## src/rtl/uart_cmd_pkg.sv

```systemverilog
// Shared state enumeration, protocol constants and counter sizing for uart_cmd_decoder.
// Defining CMD_ACK_EN adds the two acknowledgement states.
package uart_cmd_pkg;

    localparam logic [7:0] CMD_LED     = 8'hFF;
    localparam logic [7:0] CMD_WR_BASE = 8'hE0;
    localparam logic [7:0] LED_PAYLOAD = 8'h01;

`ifdef CMD_ACK_EN
    typedef enum logic [1:0] {
        IDLE,
        PAYLOAD,
        ACK_SEND,
        ACK_WAIT
    } state_t;
`else
    typedef enum logic {
        IDLE,
        PAYLOAD
    } state_t;
`endif

    // Counter only needs to hold 0..cycles-1.
    function automatic int cnt_width(input int cycles);
        return (cycles <= 2) ? 1 : $clog2(cycles);
    endfunction

endpackage

```

## src/rtl/cmd_timeout_cnt.sv

```systemverilog
// Clearable, enable-gated cycle counter; expired is high while enabled and the
// count sits at TIMEOUT_CYC-1.
module cmd_timeout_cnt
    import uart_cmd_pkg::*;
#(
    parameter int TIMEOUT_CYC = 100_000_000
) (
    input  logic clk,
    input  logic reset,
    input  logic clr,
    input  logic en,
    output logic expired
);

    localparam int            CW   = cnt_width(TIMEOUT_CYC);
    localparam logic [CW-1:0] LAST = CW'(TIMEOUT_CYC - 1);

    logic [CW-1:0] cnt_reg;

    always_ff @(posedge clk) begin
        if (!reset) begin
            cnt_reg <= '0;
        end else if (clr) begin
            cnt_reg <= '0;
        end else if (en && (cnt_reg != LAST)) begin
            cnt_reg <= cnt_reg + CW'(1);
        end
    end

    assign expired = en && (cnt_reg == LAST);

endmodule

```

## src/rtl/uart_cmd_decoder.sv

```systemverilog
// Two-byte UART command decoder: LED toggle or channel-register write with payload timeout.
// Optional CMD_ACK_EN echoes each accepted header through tx_start/tx_data.
module uart_cmd_decoder
    import uart_cmd_pkg::*;
#(
    parameter int NUM_CH      = 4,
    parameter int TIMEOUT_CYC = 100_000_000
) (
    input  logic                clk,
    input  logic                reset,
    input  logic [7:0]          rx_data,
    input  logic                rx_done,
    input  logic                tx_done,
    output logic                led,
    output logic [NUM_CH*8-1:0] ch_data,
    output logic [NUM_CH-1:0]   ch_update,
    output logic                frame_err,
    output logic [7:0]          err_cnt,
    output logic                busy,
    output logic                tx_start,
    output logic [7:0]          tx_data
);

    state_t     state_reg;
    state_t     state_next;
    logic       cmd_led_reg;
    logic [3:0] ch_idx_reg;
    logic       led_reg;
    logic       frame_err_reg;
    logic [7:0] err_cnt_reg;

    logic hdr_valid;
    logic hdr_load;
    logic wr_en;
    logic led_flip;
    logic err_event;
    logic cnt_clr;
    logic tmo_expired;
    logic ack_load;

    // Out-of-range channel headers fall through here and are silently ignored.
    assign hdr_valid = (rx_data == CMD_LED) ||
                       ((rx_data[7:4] == CMD_WR_BASE[7:4]) &&
                        ({1'b0, rx_data[3:0]} < 5'(NUM_CH)));

    cmd_timeout_cnt #(
        .TIMEOUT_CYC (TIMEOUT_CYC)
    ) u_timeout (
        .clk     (clk),
        .reset   (reset),
        .clr     (cnt_clr),
        .en      (state_reg == PAYLOAD),
        .expired (tmo_expired)
    );

    always_ff @(posedge clk) begin
        if (!reset) begin
            state_reg <= IDLE;
        end else begin
            state_reg <= state_next;
        end
    end

    always_comb begin
        state_next = state_reg;
        hdr_load   = 1'b0;
        wr_en      = 1'b0;
        led_flip   = 1'b0;
        err_event  = 1'b0;
        cnt_clr    = 1'b0;
        ack_load   = 1'b0;
        case (state_reg)
            IDLE: begin
                if (rx_done && hdr_valid) begin
                    hdr_load   = 1'b1;
                    cnt_clr    = 1'b1;
                    state_next = PAYLOAD;
                end
            end
            PAYLOAD: begin
                // A byte on the expiry cycle still completes the frame.
                if (rx_done) begin
                    if (cmd_led_reg) begin
                        if (rx_data == LED_PAYLOAD) begin
                            led_flip = 1'b1;
                        end else begin
                            err_event = 1'b1;
                        end
                    end else begin
                        wr_en = 1'b1;
                    end
`ifdef CMD_ACK_EN
                    state_next = err_event ? IDLE : ACK_SEND;
`else
                    state_next = IDLE;
`endif
                end else if (tmo_expired) begin
                    err_event  = 1'b1;
                    state_next = IDLE;
                end
            end
`ifdef CMD_ACK_EN
            ACK_SEND: begin
                ack_load   = 1'b1;
                err_event  = rx_done;
                state_next = ACK_WAIT;
            end
            ACK_WAIT: begin
                err_event = rx_done;
                if (tx_done) begin
                    state_next = IDLE;
                end
            end
`endif
            default: state_next = IDLE;
        endcase
    end

    always_ff @(posedge clk) begin
        if (!reset) begin
            cmd_led_reg   <= 1'b0;
            ch_idx_reg    <= '0;
            led_reg       <= 1'b0;
            frame_err_reg <= 1'b0;
            err_cnt_reg   <= '0;
        end else begin
            if (hdr_load) begin
                cmd_led_reg <= (rx_data == CMD_LED);
                ch_idx_reg  <= rx_data[3:0];
            end
            if (led_flip) begin
                led_reg <= ~led_reg;
            end
            frame_err_reg <= err_event;
            if (err_event && (err_cnt_reg != 8'hFF)) begin
                err_cnt_reg <= err_cnt_reg + 8'd1;
            end
        end
    end

    // Channel register file, one byte and one update strobe per channel.
    logic [7:0] ch_reg  [NUM_CH];
    logic       upd_reg [NUM_CH];

    genvar gi;
    generate
        for (gi = 0; gi < NUM_CH; gi++) begin : g_ch
            always_ff @(posedge clk) begin
                if (!reset) begin
                    ch_reg[gi]  <= '0;
                    upd_reg[gi] <= 1'b0;
                end else begin
                    upd_reg[gi] <= wr_en && (ch_idx_reg == 4'(gi));
                    if (wr_en && (ch_idx_reg == 4'(gi))) begin
                        ch_reg[gi] <= rx_data;
                    end
                end
            end
            assign ch_data[gi*8 +: 8] = ch_reg[gi];
            assign ch_update[gi]      = upd_reg[gi];
        end
    endgenerate

`ifdef CMD_ACK_EN
    logic [7:0] hdr_reg;
    logic       tx_start_reg;
    logic [7:0] tx_data_reg;

    always_ff @(posedge clk) begin
        if (!reset) begin
            hdr_reg      <= '0;
            tx_start_reg <= 1'b0;
            tx_data_reg  <= '0;
        end else begin
            if (hdr_load) begin
                hdr_reg <= rx_data;
            end
            tx_start_reg <= ack_load;
            if (ack_load) begin
                tx_data_reg <= hdr_reg;
            end
        end
    end

    assign tx_start = tx_start_reg;
    assign tx_data  = tx_data_reg;
`else
    logic unused_tx_done;
    logic unused_ack_load;
    assign unused_tx_done  = tx_done;
    assign unused_ack_load = ack_load;
    assign tx_start        = 1'b0;
    assign tx_data         = 8'h00;
`endif

    assign led       = led_reg;
    assign frame_err = frame_err_reg;
    assign err_cnt   = err_cnt_reg;
    assign busy      = (state_reg != IDLE);

endmodule

```

## config.mk

```make
export PLATFORM = sky130hd
export DESIGN_NAME = uart_cmd_decoder
export DESIGN_NICKNAME = d
export VERILOG_FILES = /design/src/rtl/uart_cmd_pkg.sv /design/src/rtl/cmd_timeout_cnt.sv /design/src/rtl/uart_cmd_decoder.sv
export SDC_FILE = /design/constraint.sdc
export NUM_CORES = 1
export LEC_CHECK = 0
export ABC_AREA = 1
export ABC_CLOCK_PERIOD_IN_PS = 2250
export CAP_MARGIN = 40
export CORE_MARGIN = 5
export CORE_UTILIZATION = 43
export CTS_CLUSTER_DIAMETER = 100
export DETAILED_ROUTE_END_ITERATION = 7
export PLACE_DENSITY = 0.72
export SYNTH_ARGS = -nofsm -noshare
export SYNTH_HDL_FRONTEND = slang
export SYNTH_SLANG_ARGS = --single-unit
```

## constraint.sdc

```tcl
create_clock -name clk -period 2.25 [get_ports clk]
set_clock_uncertainty 0.05 [all_clocks]
set_input_delay 0.45 -clock clk [delete_from_list [all_inputs] [get_ports clk]]
set_output_delay 0.45 -clock clk [all_outputs]
set_load 0.02 [all_outputs]
```

==> results by stage <==
Drt:
- The DRC violation count after routing is 0.
- The number of routed nets with antenna violations is 0.
- Dividing the detail-routed wire length by the instance count gives 12.9 um.
- The final wirelength is 8720 um.
- For this block, the via count after detailed routing is 3269.
- The average vias per placed instance is 4.84.
- The iteration count of the initial detailed-routing pass is 4.
- The DRC violation total after the first TritonRoute iteration is 161.

Layout:
- The count of placed standard cells in the final layout, fillers left out is 675.
- The multi-input logic area is 1640 sq um.
- The total inserted antenna cells is 0.
- In the final design database the tool counted 576 nets.
- The flip-flop count of the largest register after layout is 32.
- The filler cells instantiated in the layout total 795.
- From synthesis to final layout, the design area changed by 23.3%.
- Registers take 1900 sq um.
- The post-route netlist has 7.05% of its cells at a drive strength greater than 1.

Job:
- The tool flagged a number of max-cap violations equal to 0.

Logic synthesis:
- The synthesized netlist occupies a cell area of 3840 sq um.
- The proportion of netlist area held by the largest area contributor is 25.0%.
- The cell taking the most area after synthesis is sky130_fd_sc_hd__edfxtp_1.
- The synthesis warning total is 0.
- Of the synthesized area, sequential elements account for 49.5%.
- Sorting the synthesized cells by area gives the leading types as sky130_fd_sc_hd__edfxtp_1, sky130_fd_sc_hd__dfxtp_1, sky130_fd_sc_hd__nand2_1, sky130_fd_sc_hd__nor2_1, sky130_fd_sc_hd__a21oi_1.
- The number of different library cells used by synthesis comes to 27.
- Averaged over all synthesized cells, the footprint is 7.71 sq um.
- Synthesis handed over a netlist of 498 instances.
- Counting flops and latches in the post-synthesis netlist gives 79.

Clock tree:
- The number of post-CTS setup repair buffers is 0.
- The number of clock sinks is 79.
- The number of hold buffers added after cts is 0.
- In this run the deepest clock path goes through 2 buffers.
- The CTS clock-pin slew for the worst setup and hold paths is 0.09 ns.
- The clock tree synthesis step divided the H-tree into 3 levels.
- After clock tree synthesis, the repair step resized 0 gates.
- The CTS tree is yes.
- At the later pin of the worst-skew pair, clock insertion delay measures 0.35 ns.
- The cell at the root of the clock tree is sky130_fd_sc_hd__clkbuf_8.
- The total clock buffers created by CTS is 9.

Critical path:
- Data arrives at the worst endpoint at 2.26 ns.
- The reg2reg setup slack is 0.23 ns.
- STA classifies the critical path startpoint as a register.
- In this run the critical register-to-register path is launched from u_timeout.cnt_reg[0]$_SDFFE_PP0P_.
- The critical path is of the register to register type.
- For this run, the slowest stage of the critical path takes 0.40 ns.
- The critical path contains buffers and inverters numbering 2 combined.
- The cell class contributing the biggest share of worst-path delay is simple AND/OR/NAND/NOR gates.
- The capture instance of the worst register-to-register path is u_timeout.cnt_reg[5]$_SDFFE_PP0P_.
- Walking the worst path, the cells encountered are ha_1 > nand3_2 > inv_2 > nand2_2 > nor2_4 > nand2_2 > nand2_4 > inv_2 > o21ai_0 > a21oi_1.
- The cell with the largest stage delay on the worst path is sky130_fd_sc_hd__inv_2.
- Along the worst path, the maximum fanout reaches 29.
- The capturing element type of the critical path is a register.
- The depth of the worst register-to-register path is 10.
- The endpoint required time on the critical path is 2.49 ns.

Placement:
- The post-placement worst setup slack is 0.116 ns.
- Summed over all nets, the half-perimeter wirelength after detailed placement is 6500 um.
- The placer's final routability congestion estimate is 0.938.
- In this run, placement finished with an instance count of 659.
- Port buffering added 57 buffers.

Global routing:
- Global routing consumed, over all layers together, 16.6% of the routing resources.
- The first global-routing pass estimated 14900 um of wire.
- The total congestion overflow is 0.
- The via count of the first global-routing pass is 3085.
- Entering global routing, the biggest net connects 30 pins.
- The number of antenna violations at the first check in global routing came to 0.

Pwr:
- The internal power contribution is 2.21 mW.
- Combinational cells account for 5.9% of the total power.
- The sequential power share is 52.2%.
- The power density over the cells is 611 nW/um^2.
- The total power is 2.89 mW.
- The net switching power figure is 0.683 mW.
- The fraction of power consumed by the clock network is 41.8%.
- The leakage power of the design is 1.76 nW.
- The peak supply drop is 0.000274 V.
- The net switching fraction of the power is 23.6%.

STA:
- Of the available clock period, the critical path in the final layout requires 89.7%.
- The timing-limited maximum frequency is 0.496 GHz.
- In the post-route analysis, the smallest setup slack over all paths is 0.232 ns.
- The setup total negative slack is 0 ns.
- The number of endpoints failing setup at the final stage is 0.
- Setup repair after global routing left no endpoint under its margin.
- The number of max-slew violations in the final report is 0.
- The post-layout minimum cycle time is 2.02 ns.
- The number of failing hold endpoints at the final stage came to 0.

Hold path:
- The worst hold path begins at u_timeout.cnt_reg[19]$_SDFFE_PP0P_.
- Counting instances, the worst hold path has a depth of 2.
- For hold timing, the worst endpoint is u_timeout.cnt_reg[19]$_SDFFE_PP0P_.
- The class of the tightest hold or removal check is register to register.

Floorplanning:
- The die width is 104 um.
- The floorplan die area is 10900 sq um.
- The row count is 34.
- The total I/O pin count is 68.
- The total area inside the core boundary comes to 8720 sq um.
- In this run the vertical extent of the chip is 104 um.
- The effective utilization at floorplan is 44.0%.

Run status:
- The flow ran to the end, and the final reports show no timing, DRC or antenna violations.
[worst min-delay path, stage by stage (launching register included)]
cell and delay (ns):
sky130_fd_sc_hd__dfxtp_1 0.32, sky130_fd_sc_hd__nand2_1 0.06, sky130_fd_sc_hd__a21oi_1 0.05
[logic make-up after synthesis]
| logic type | Yosys count | synth area share [%] |
|---|---|---|
| adder cells (fa/ha/maj) | 2 | 0.652 |
| AO/OA/AOI/OAI | 50 | 6.55 |
| AND/OR/NAND/NOR | 280 | 30.2 |
| XOR/XNOR | 20 | 4.56 |
| flip-flops | 79 | 49.5 |
| buffers and inverters | 66 | 8.41 |
| other | 1 | 0.0977 |
[synthesized netlist by cell type]
master	instances
sky130_fd_sc_hd__nand2_1	144
sky130_fd_sc_hd__nor2_1	83
sky130_fd_sc_hd__dfxtp_1	47
sky130_fd_sc_hd__a21oi_1	43
sky130_fd_sc_hd__inv_1	41
sky130_fd_sc_hd__edfxtp_1	32
sky130_fd_sc_hd__nand3_1	26
sky130_fd_sc_hd__buf_4	15
sky130_fd_sc_hd__xor2_1	14
sky130_fd_sc_hd__nor3_1	7
sky130_fd_sc_hd__o21ai_0	6
sky130_fd_sc_hd__xnor2_1	6
sky130_fd_sc_hd__nand2_2	4
sky130_fd_sc_hd__nor4_1	4
sky130_fd_sc_hd__or2_2	4
sky130_fd_sc_hd__buf_2	3
sky130_fd_sc_hd__inv_2	3
sky130_fd_sc_hd__nand4_1	3
sky130_fd_sc_hd__buf_6	2
sky130_fd_sc_hd__clkbuf_1	2
sky130_fd_sc_hd__ha_1	2
sky130_fd_sc_hd__nand3b_1	2
sky130_fd_sc_hd__conb_1	1
sky130_fd_sc_hd__nand2_4	1
sky130_fd_sc_hd__nand3_2	1
sky130_fd_sc_hd__nor2_4	1
sky130_fd_sc_hd__o22ai_1	1
[layout make-up]
cell class | count | share of cell area [%]
Clock buffer | 9 | 2.62
Clock inverter | 7 | 2.22
Inverter | 44 | 3.49
Multi-Input combinational cell | 361 | 34.7
Sequential cell | 79 | 40.2
Tap cell | 108 | 2.85
Timing Repair Buffer | 67 | 13.9
[worst max path at each step]
stage	from	end	cells after the start
floorplan	u_timeout.cnt_reg[0]$_SDFFE_PP0P_	busy$_SDFF_PN0_	12
global placement	rx_done	ch_reg[1][4]$_SDFFCE_PN0P_	6
detailed placement	rx_done	ch_reg[1][0]$_SDFFCE_PN0P_	7
CTS	u_timeout.cnt_reg[0]$_SDFFE_PP0P_	u_timeout.cnt_reg[5]$_SDFFE_PP0P_	10
global route	u_timeout.cnt_reg[0]$_SDFFE_PP0P_	u_timeout.cnt_reg[10]$_SDFFE_PP0P_	11
finish	u_timeout.cnt_reg[0]$_SDFFE_PP0P_	u_timeout.cnt_reg[5]$_SDFFE_PP0P_	10
[power by group through the flow]
stage / registers [mW] / clock network, mW / logic (mW)
finish: 1.51 / 1.21 / 0.172
floorplan: 1.57 / 0 / 0.0661
CTS: 1.51 / 1.24 / 0.173
detailed placement: 1.55 / 0 / 0.172
global placement: 1.54 / 0 / 0.170
global route: 1.51 / 1.30 / 0.184
[metrics by stage]
stage | area, sq um | util [%] | hold WS [ns]
after floorplan | 3870 | - | 0.394
after global placement | 4500 | 51.6 | 0.404
after detailed placement | 4500 | 51.6 | 0.411
after CTS | 4730 | 54.3 | 0.425
after global routing | 4730 | 54.3 | 0.453
final | 4730 | 54.3 | 0.419
[routing by layer]
metal	part of all wire [%]	vias to the layer above	wire [um]	GRT usage (%)
met5	0	-	0	0
met1	45	1478	3930	21.3
li1	-	1697	-	-
met4	1.1	0	97	5.37
met2	48	88	4150	26.9
met3	6.1	6	535	4.53
[cells in the final DEF, fill, tap and decap left out]
cell type,Yosys,routed
sky130_fd_sc_hd__o22ai_1,1,1
sky130_fd_sc_hd__clkinvlp_4,0,1
sky130_fd_sc_hd__conb_1,1,9
sky130_fd_sc_hd__nand4_1,3,3
sky130_fd_sc_hd__nand3_1,26,26
sky130_fd_sc_hd__nand2_4,1,1
sky130_fd_sc_hd__dfxtp_1,47,47
sky130_fd_sc_hd__a21oi_1,43,43
sky130_fd_sc_hd__inv_2,3,3
sky130_fd_sc_hd__clkbuf_8,0,9
sky130_fd_sc_hd__ha_1,2,2
sky130_fd_sc_hd__nand3_2,1,1
sky130_fd_sc_hd__or2_2,4,4
sky130_fd_sc_hd__nor2_1,83,83
sky130_fd_sc_hd__edfxtp_1,32,32
sky130_fd_sc_hd__xnor2_1,6,6
sky130_fd_sc_hd__buf_12,0,1
sky130_fd_sc_hd__inv_8,0,1
sky130_fd_sc_hd__buf_4,15,9
sky130_fd_sc_hd__o21ai_0,6,6
sky130_fd_sc_hd__clkdlybuf4s50_1,0,57
sky130_fd_sc_hd__nand2_1,144,144
sky130_fd_sc_hd__inv_6,0,1
sky130_fd_sc_hd__nand2_2,4,4
sky130_fd_sc_hd__xor2_1,14,14
sky130_fd_sc_hd__nor3_1,7,7
sky130_fd_sc_hd__nand3b_1,2,2
sky130_fd_sc_hd__nor4_1,4,4
sky130_fd_sc_hd__nor2_4,1,1
sky130_fd_sc_hd__inv_1,41,41
sky130_fd_sc_hd__clkinv_4,0,2
sky130_fd_sc_hd__bufinv_16,0,2
No activity file was read; power rests on OpenSTA's default activity.
